<file path="src/rtl/iter_shifter_if.sv">
`default_nettype none
// ============================================================================
// Module      : iter_shifter_if
// Description : Request/response handshake bundle for the iterative shifter.
//               The master side is the issue logic / consumer pair, the
//               slave side is the shift unit itself.
// Revision    : 1.0 - initial release
// ============================================================================
interface iter_shifter_if #(
    parameter int XLEN    = 64,
    parameter int SHAMT_W = 6
);
    logic               in_valid;
    logic               in_ready;
    logic [XLEN-1:0]    in_data;
    logic [SHAMT_W-1:0] in_shamt;
    logic [1:0]         in_op;
    logic               out_valid;
    logic               out_ready;
    logic [XLEN-1:0]    out_data;
    logic               busy;

    modport master (
        output in_valid, in_data, in_shamt, in_op, out_ready,
        input  in_ready, out_valid, out_data, busy
    );

    modport slave (
        input  in_valid, in_data, in_shamt, in_op, out_ready,
        output in_ready, out_valid, out_data, busy
    );
endinterface
`default_nettype wire

</file>
<file path="src/rtl/iter_shifter.sv">
`default_nettype none
// ============================================================================
// Module      : iter_shifter
// Description : Multi-cycle RV64I shift unit (SLL/SRL/SRA). One operation at
//               a time; the shift amount is applied as a sequence of
//               single-bit steps on a registered datapath.
//               Optional macro ITER_SHIFTER_MULTI_STEP_EN: while at least 8
//               bits remain, a step moves 8 bits at once.
// Revision    : 1.0 - initial release
// ============================================================================
module iter_shifter #(
    parameter int XLEN    = 64,
    parameter int SHAMT_W = 6
) (
    input  wire logic        clk,
    input  wire logic        rst_n,
    iter_shifter_if.slave    bus
);

    localparam logic [1:0] OP_NONE = 2'b00;
    localparam logic [1:0] OP_SLL  = 2'b01;
    localparam logic [1:0] OP_SRL  = 2'b10;
    localparam logic [1:0] OP_SRA  = 2'b11;

    typedef enum logic [1:0] {
        ST_IDLE  = 2'd0,
        ST_SHIFT = 2'd1,
        ST_DONE  = 2'd2
    } state_t;

    state_t             state_q, state_d;
    logic [XLEN-1:0]    data_q,  data_d;
    logic [SHAMT_W-1:0] cnt_q,   cnt_d;
    logic [1:0]         op_q,    op_d;

    logic [SHAMT_W-1:0] step_amt;
    logic [XLEN-1:0]    step_data;

    // Size of the current shift step: 1 bit, or 8 bits when the wide step
    // is enabled and enough count remains to use it.
    always_comb begin
        step_amt = SHAMT_W'(1);
`ifdef ITER_SHIFTER_MULTI_STEP_EN
        if (cnt_q >= SHAMT_W'(8)) begin
            step_amt = SHAMT_W'(8);
        end
`endif
    end

    // One shift step of the datapath register with the fill rule of op_q.
    always_comb begin
        step_data = data_q;
        case (op_q)
            OP_SLL:  step_data = data_q << step_amt;
            OP_SRL:  step_data = data_q >> step_amt;
            OP_SRA:  step_data = XLEN'($signed(data_q) >>> step_amt);
            default: step_data = data_q;
        endcase
    end

    // State and datapath registers; reset discards any in-flight operation.
    always_ff @(posedge clk or negedge rst_n) begin
        if (!rst_n) begin
            state_q <= ST_IDLE;
            data_q  <= '0;
            cnt_q   <= '0;
            op_q    <= OP_NONE;
        end else begin
            state_q <= state_d;
            data_q  <= data_d;
            cnt_q   <= cnt_d;
            op_q    <= op_d;
        end
    end

    // Next-state logic: accept in IDLE, iterate in SHIFT, hold in DONE.
    always_comb begin
        state_d = state_q;
        data_d  = data_q;
        cnt_d   = cnt_q;
        op_d    = op_q;
        case (state_q)
            ST_IDLE: begin
                if (bus.in_valid) begin
                    data_d = bus.in_data;
                    cnt_d  = bus.in_shamt;
                    op_d   = bus.in_op;
                    // Nothing to iterate: result is the operand itself.
                    if ((bus.in_shamt == '0) || (bus.in_op == OP_NONE)) begin
                        state_d = ST_DONE;
                    end else begin
                        state_d = ST_SHIFT;
                    end
                end
            end
            ST_SHIFT: begin
                data_d = step_data;
                // '<=' also closes out a corrupted zero count instead of
                // letting it wrap into a long bogus shift.
                if (cnt_q <= step_amt) begin
                    cnt_d   = '0;
                    state_d = ST_DONE;
                end else begin
                    cnt_d = cnt_q - step_amt;
                end
            end
            ST_DONE: begin
                if (bus.out_ready) begin
                    state_d = ST_IDLE;
                end
            end
            default: begin
                state_d = ST_IDLE;
            end
        endcase
    end

    assign bus.in_ready  = (state_q == ST_IDLE);
    assign bus.out_valid = (state_q == ST_DONE);
    assign bus.out_data  = data_q;
    assign bus.busy      = (state_q == ST_SHIFT) || (state_q == ST_DONE);

endmodule
`default_nettype wire

</file>
<file path="src/flat_wrapper.sv">
// flat-port wrapper written by rule: the top's interface ports become plain ports
module iter_shifter_flat 
#(
    parameter int XLEN    = 64,
    parameter int SHAMT_W = 6
)
  (clk, rst_n, bus_in_valid, bus_in_data, bus_in_shamt, bus_in_op, bus_out_ready, bus_in_ready, bus_out_valid, bus_out_data, bus_busy);
  iter_shifter_if #(.XLEN(XLEN), .SHAMT_W(SHAMT_W)) bus_i ();
  input  wire logic clk;
  input  wire logic rst_n;
  input wire logic [$bits(bus_i.in_valid)-1:0] bus_in_valid;
  input wire logic [$bits(bus_i.in_data)-1:0] bus_in_data;
  input wire logic [$bits(bus_i.in_shamt)-1:0] bus_in_shamt;
  input wire logic [$bits(bus_i.in_op)-1:0] bus_in_op;
  input wire logic [$bits(bus_i.out_ready)-1:0] bus_out_ready;
  output wire logic [$bits(bus_i.in_ready)-1:0] bus_in_ready;
  output wire logic [$bits(bus_i.out_valid)-1:0] bus_out_valid;
  output wire logic [$bits(bus_i.out_data)-1:0] bus_out_data;
  output wire logic [$bits(bus_i.busy)-1:0] bus_busy;
  assign bus_i.in_valid = bus_in_valid;
  assign bus_i.in_data = bus_in_data;
  assign bus_i.in_shamt = bus_in_shamt;
  assign bus_i.in_op = bus_in_op;
  assign bus_i.out_ready = bus_out_ready;
  assign bus_in_ready = bus_i.in_ready;
  assign bus_out_valid = bus_i.out_valid;
  assign bus_out_data = bus_i.out_data;
  assign bus_busy = bus_i.busy;
  iter_shifter #(.XLEN(XLEN), .SHAMT_W(SHAMT_W)) u_core (.clk(clk), .rst_n(rst_n), .bus(bus_i));
endmodule
</file>
<file path="config.mk">
export PLATFORM = sky130hd
export DESIGN_NAME = iter_shifter_flat
export DESIGN_NICKNAME = d
export VERILOG_FILES = /design/src/rtl/iter_shifter_if.sv /design/src/rtl/iter_shifter.sv /design/src/flat_wrapper.sv
export SDC_FILE = /design/constraint.sdc
export NUM_CORES = 1
export LEC_CHECK = 0
export BUFFER_PORTS_ARGS = -buffer_cell sky130_fd_sc_hd__clkbuf_2
export CORE_ASPECT_RATIO = 0.7
export CORE_MARGIN = 2
export CORE_UTILIZATION = 30
export CTS_BUF_LIST = sky130_fd_sc_hd__clkbuf_4 sky130_fd_sc_hd__clkbuf_8 sky130_fd_sc_hd__clkbuf_16
export CTS_CLUSTER_DIAMETER = 100
export DETAILED_ROUTE_END_ITERATION = 8
export PLACE_DENSITY = 0.64
export SLEW_MARGIN = 20
export SYNTH_ARGS = -nofsm -noshare
export SYNTH_HDL_FRONTEND = slang
export SYNTH_SLANG_ARGS = --single-unit
</file>
<file path="constraint.sdc">
create_clock -name clk -period 2.05 [get_ports clk]
set_input_delay 0.3075 -clock clk [delete_from_list [all_inputs] [get_ports clk]]
set_output_delay 0.3075 -clock clk [all_outputs]
set_load 0.01 [all_outputs]
</file>
==> run metrics <==
CP max FO=64; CP Class=flip-flop to flip-flop; Port Buf Inserts=142; wire per inst=15.22 microns; syn avg cell area=9.986 sq um; final wirelength=11510 microns; Worst Skew=0.004977 ns; Post-synth ARST share=100.0%; post-cts sizing count=0; Worst setup EP type=flip-flop; VDD IR max=706.4 uV; via count=3838; synth warn=0; Routed Antenna Nets=0; worst slew pin tran=0.5166 ns; final core occ=40.20%; post-route setup TNS=0 ns; startpoint class of the critical path=flip-flop; Placement Rows=36; min Tclk post-route=1.926 ns; Max Clock Freq=519.2 MHz; nets=643; Min Hold Slack=0.2557 ns; Skew-Pair Late Insertion Delay=0.33 ns; max-cap viol count=0; Hold/Removal Path Class=input port to flip-flop; Filler Cells Inserted=1402; Critical Path RT=2.27 ns; 1st-pass router iterations=4; cts hold-fix bufs=1; Mapped Nets=515; Setup Fix Bufs, Post-CTS=0; leakage=3.082 nW; H-tree depth=3; total track usage=15.04%; CTS sink cnt=74; first-pass GRT wire length=19140 microns; Layout Cells excl Fill=756; CTS tree=yes; initial antenna violation count=1; Top Ports=143; GP Congestion=0.8237; Cells after Synth=432; initial DRC count=138; DIE WIDTH=147.3 microns; Power, Total=10.52 mW; final setup vio count=0; area of the multi-input gates=0.002297 sq mm; layout cell share with drive strength beyond 1=31.33%; most common cell after layout, fill and taps aside=clkbuf_2; core footprint=0.01396 sq mm; status=complete, no violations; vias in the first global route=3673; WHS Path Cells=2; most frequent cells in the layout=clkbuf_2, dfrtp_1, nor2_1; Mapped Area=0.004314 sq mm; gr ovfl total=0; Root Driver=clkbuf_16; Cell Pwr Density=1874 mW/mm^2; Reg clk slew, reported paths=0.06 ns; post-route clock period utilization=93.95%; Max Slew Vio Count=0; Synth cell types=36; maximum clock insertion buffer count=2; Avg Vias per Cell=5.077; Layout area overhead=30.10%; Worst Reg2Reg Path Length in Cells=7; RSZ-0062 raised after global routing=false; drt drc=0; Seq/Total Area, Yosys=42.92%; largest net degree at the start of global routing=67; Most used DFF post-synth=dfrtp_1; Die Span Y=104.3 microns; initial core utilization=30.90%; Post-synth EDFFs=0; die area=0.01537 sq mm; CTS buffer count=9; Rel. slew slack=65.56%; Final Hold Violating Endpoints=0; DP Cell Count=738; dpl hpwl=8216 microns; post-synthesis register bit count=74; Seq. cell area=0.001852 sq mm; Worst Path Arrival=2.14 ns
-- power breakdown --
part | leakage [nW] | internal (mW) | switching, mW | total, mW
combinational | 2.03 | 2.69 | 3.05 | 5.74
sequential | 0.904 | 2.23 | 0.866 | 3.09
clock | 0.151 | 1.06 | 0.624 | 1.69
total | 3.08 | 5.98 | 4.54 | 10.5
-- kinds of logic (layout without fill, tap and decap cells) --
logic type      after synthesis  count (layout)  share of synthesized area [%]
compound gates              152             152                          25.78
simple gates                 90              90                          9.194
flops                        74              74                          42.92
mux                          67              67                          15.84
buf+inv                      42             175                          4.234
fa+ha+maj                     7               7                          2.030
other cells                   0               1                              0
-- flip-flops by register name, summed over array words and instances (netlist names) --
name and count:
u_core.cnt_q 6, u_core.state_q 2, u_core.op_q 2, u_core.bus.out_data 64
-- worst paths after layout --
check	startpoint	end	slack [ns]
worst max-delay path	u_core.state_q[0]$_DFFE_PN0P_	u_core.bus.out_data[26]$_DFFE_PN0P_	0.12
worst max register to register	u_core.state_q[0]$_DFFE_PN0P_	u_core.bus.out_data[26]$_DFFE_PN0P_	0.12
worst min register to register	u_core.bus.out_data[57]$_DFFE_PN0P_	u_core.bus.out_data[57]$_DFFE_PN0P_	0.53
min in group asynchronous	rst_n	u_core.cnt_q[0]$_DFFE_PN0P_	0.49
worst min-delay path	bus_in_op[0]	u_core.op_q[0]$_DFFE_PN0P_	0.26
max in group asynchronous	rst_n	u_core.bus.out_data[37]$_DFFE_PN0P_	0.97
-- metal layers --
layer	vias up	share of wire, %	track usage (%)
met4	0	0.60	2.679
met3	7	6.6	4.342
li1	1854	-	-
met1	1848	48	21.61
met2	129	45	22.66
met5	-	0	0
-- cells in the mapped netlist (2+ instances only) --
master | n | area share [%]
nand2_1 | 3 | 0.26
nor3_1 | 3 | 0.35
a21boi_0 | 3 | 0.52
mux2i_1 | 63 | 15
nand2_2 | 2 | 0.29
o21ai_0 | 10 | 1.2
and3_1 | 2 | 0.29
inv_1 | 7 | 0.61
a21oi_1 | 8 | 0.93
dfrtp_1 | 74 | 43
clkbuf_1 | 12 | 1.0
buf_1 | 3 | 0.26
mux2_4 | 2 | 0.70
ha_1 | 7 | 2.0
a32oi_1 | 2 | 0.41
mux2_2 | 2 | 0.52
a21o_1 | 62 | 11
nor2_1 | 69 | 6.0
buf_2 | 20 | 2.3
a211oi_1 | 62 | 11
-- area by class of cell --
class | count | area share [%]
Sequential cell | 74 | 32.99
Multi-Input combinational cell | 316 | 40.93
Tap cell | 190 | 4.235
Timing Repair Buffer | 152 | 15.65
Clock inverter | 7 | 1.672
Antenna cell | 1 | 0.04458
Inverter | 7 | 0.4681
Clock buffer | 9 | 4.012
-- per-stage QoR --
| stage | cell area, sq um | worst slack, ns |
|---|---|---|
| global route | 5610 | 0.02210 |
| global placement | 5281 | 0.2413 |
| floorplan | 4314 | 0.2177 |
| finish | 5613 | 0.1240 |
| detailed placement | 5281 | 0.1596 |
| CTS | 5610 | 0.1345 |
-- critical path: stages, from the launching register on --
cell and delay [ns]:
dfrtp_1 0.44, inv_1 0.10, ha_1 0.25, mux2_4 0.38, nand2_4 0.10, buf_12 0.25
a211oi_1 0.08, a21o_1 0.17
Power figures use the tool's default switching activity.
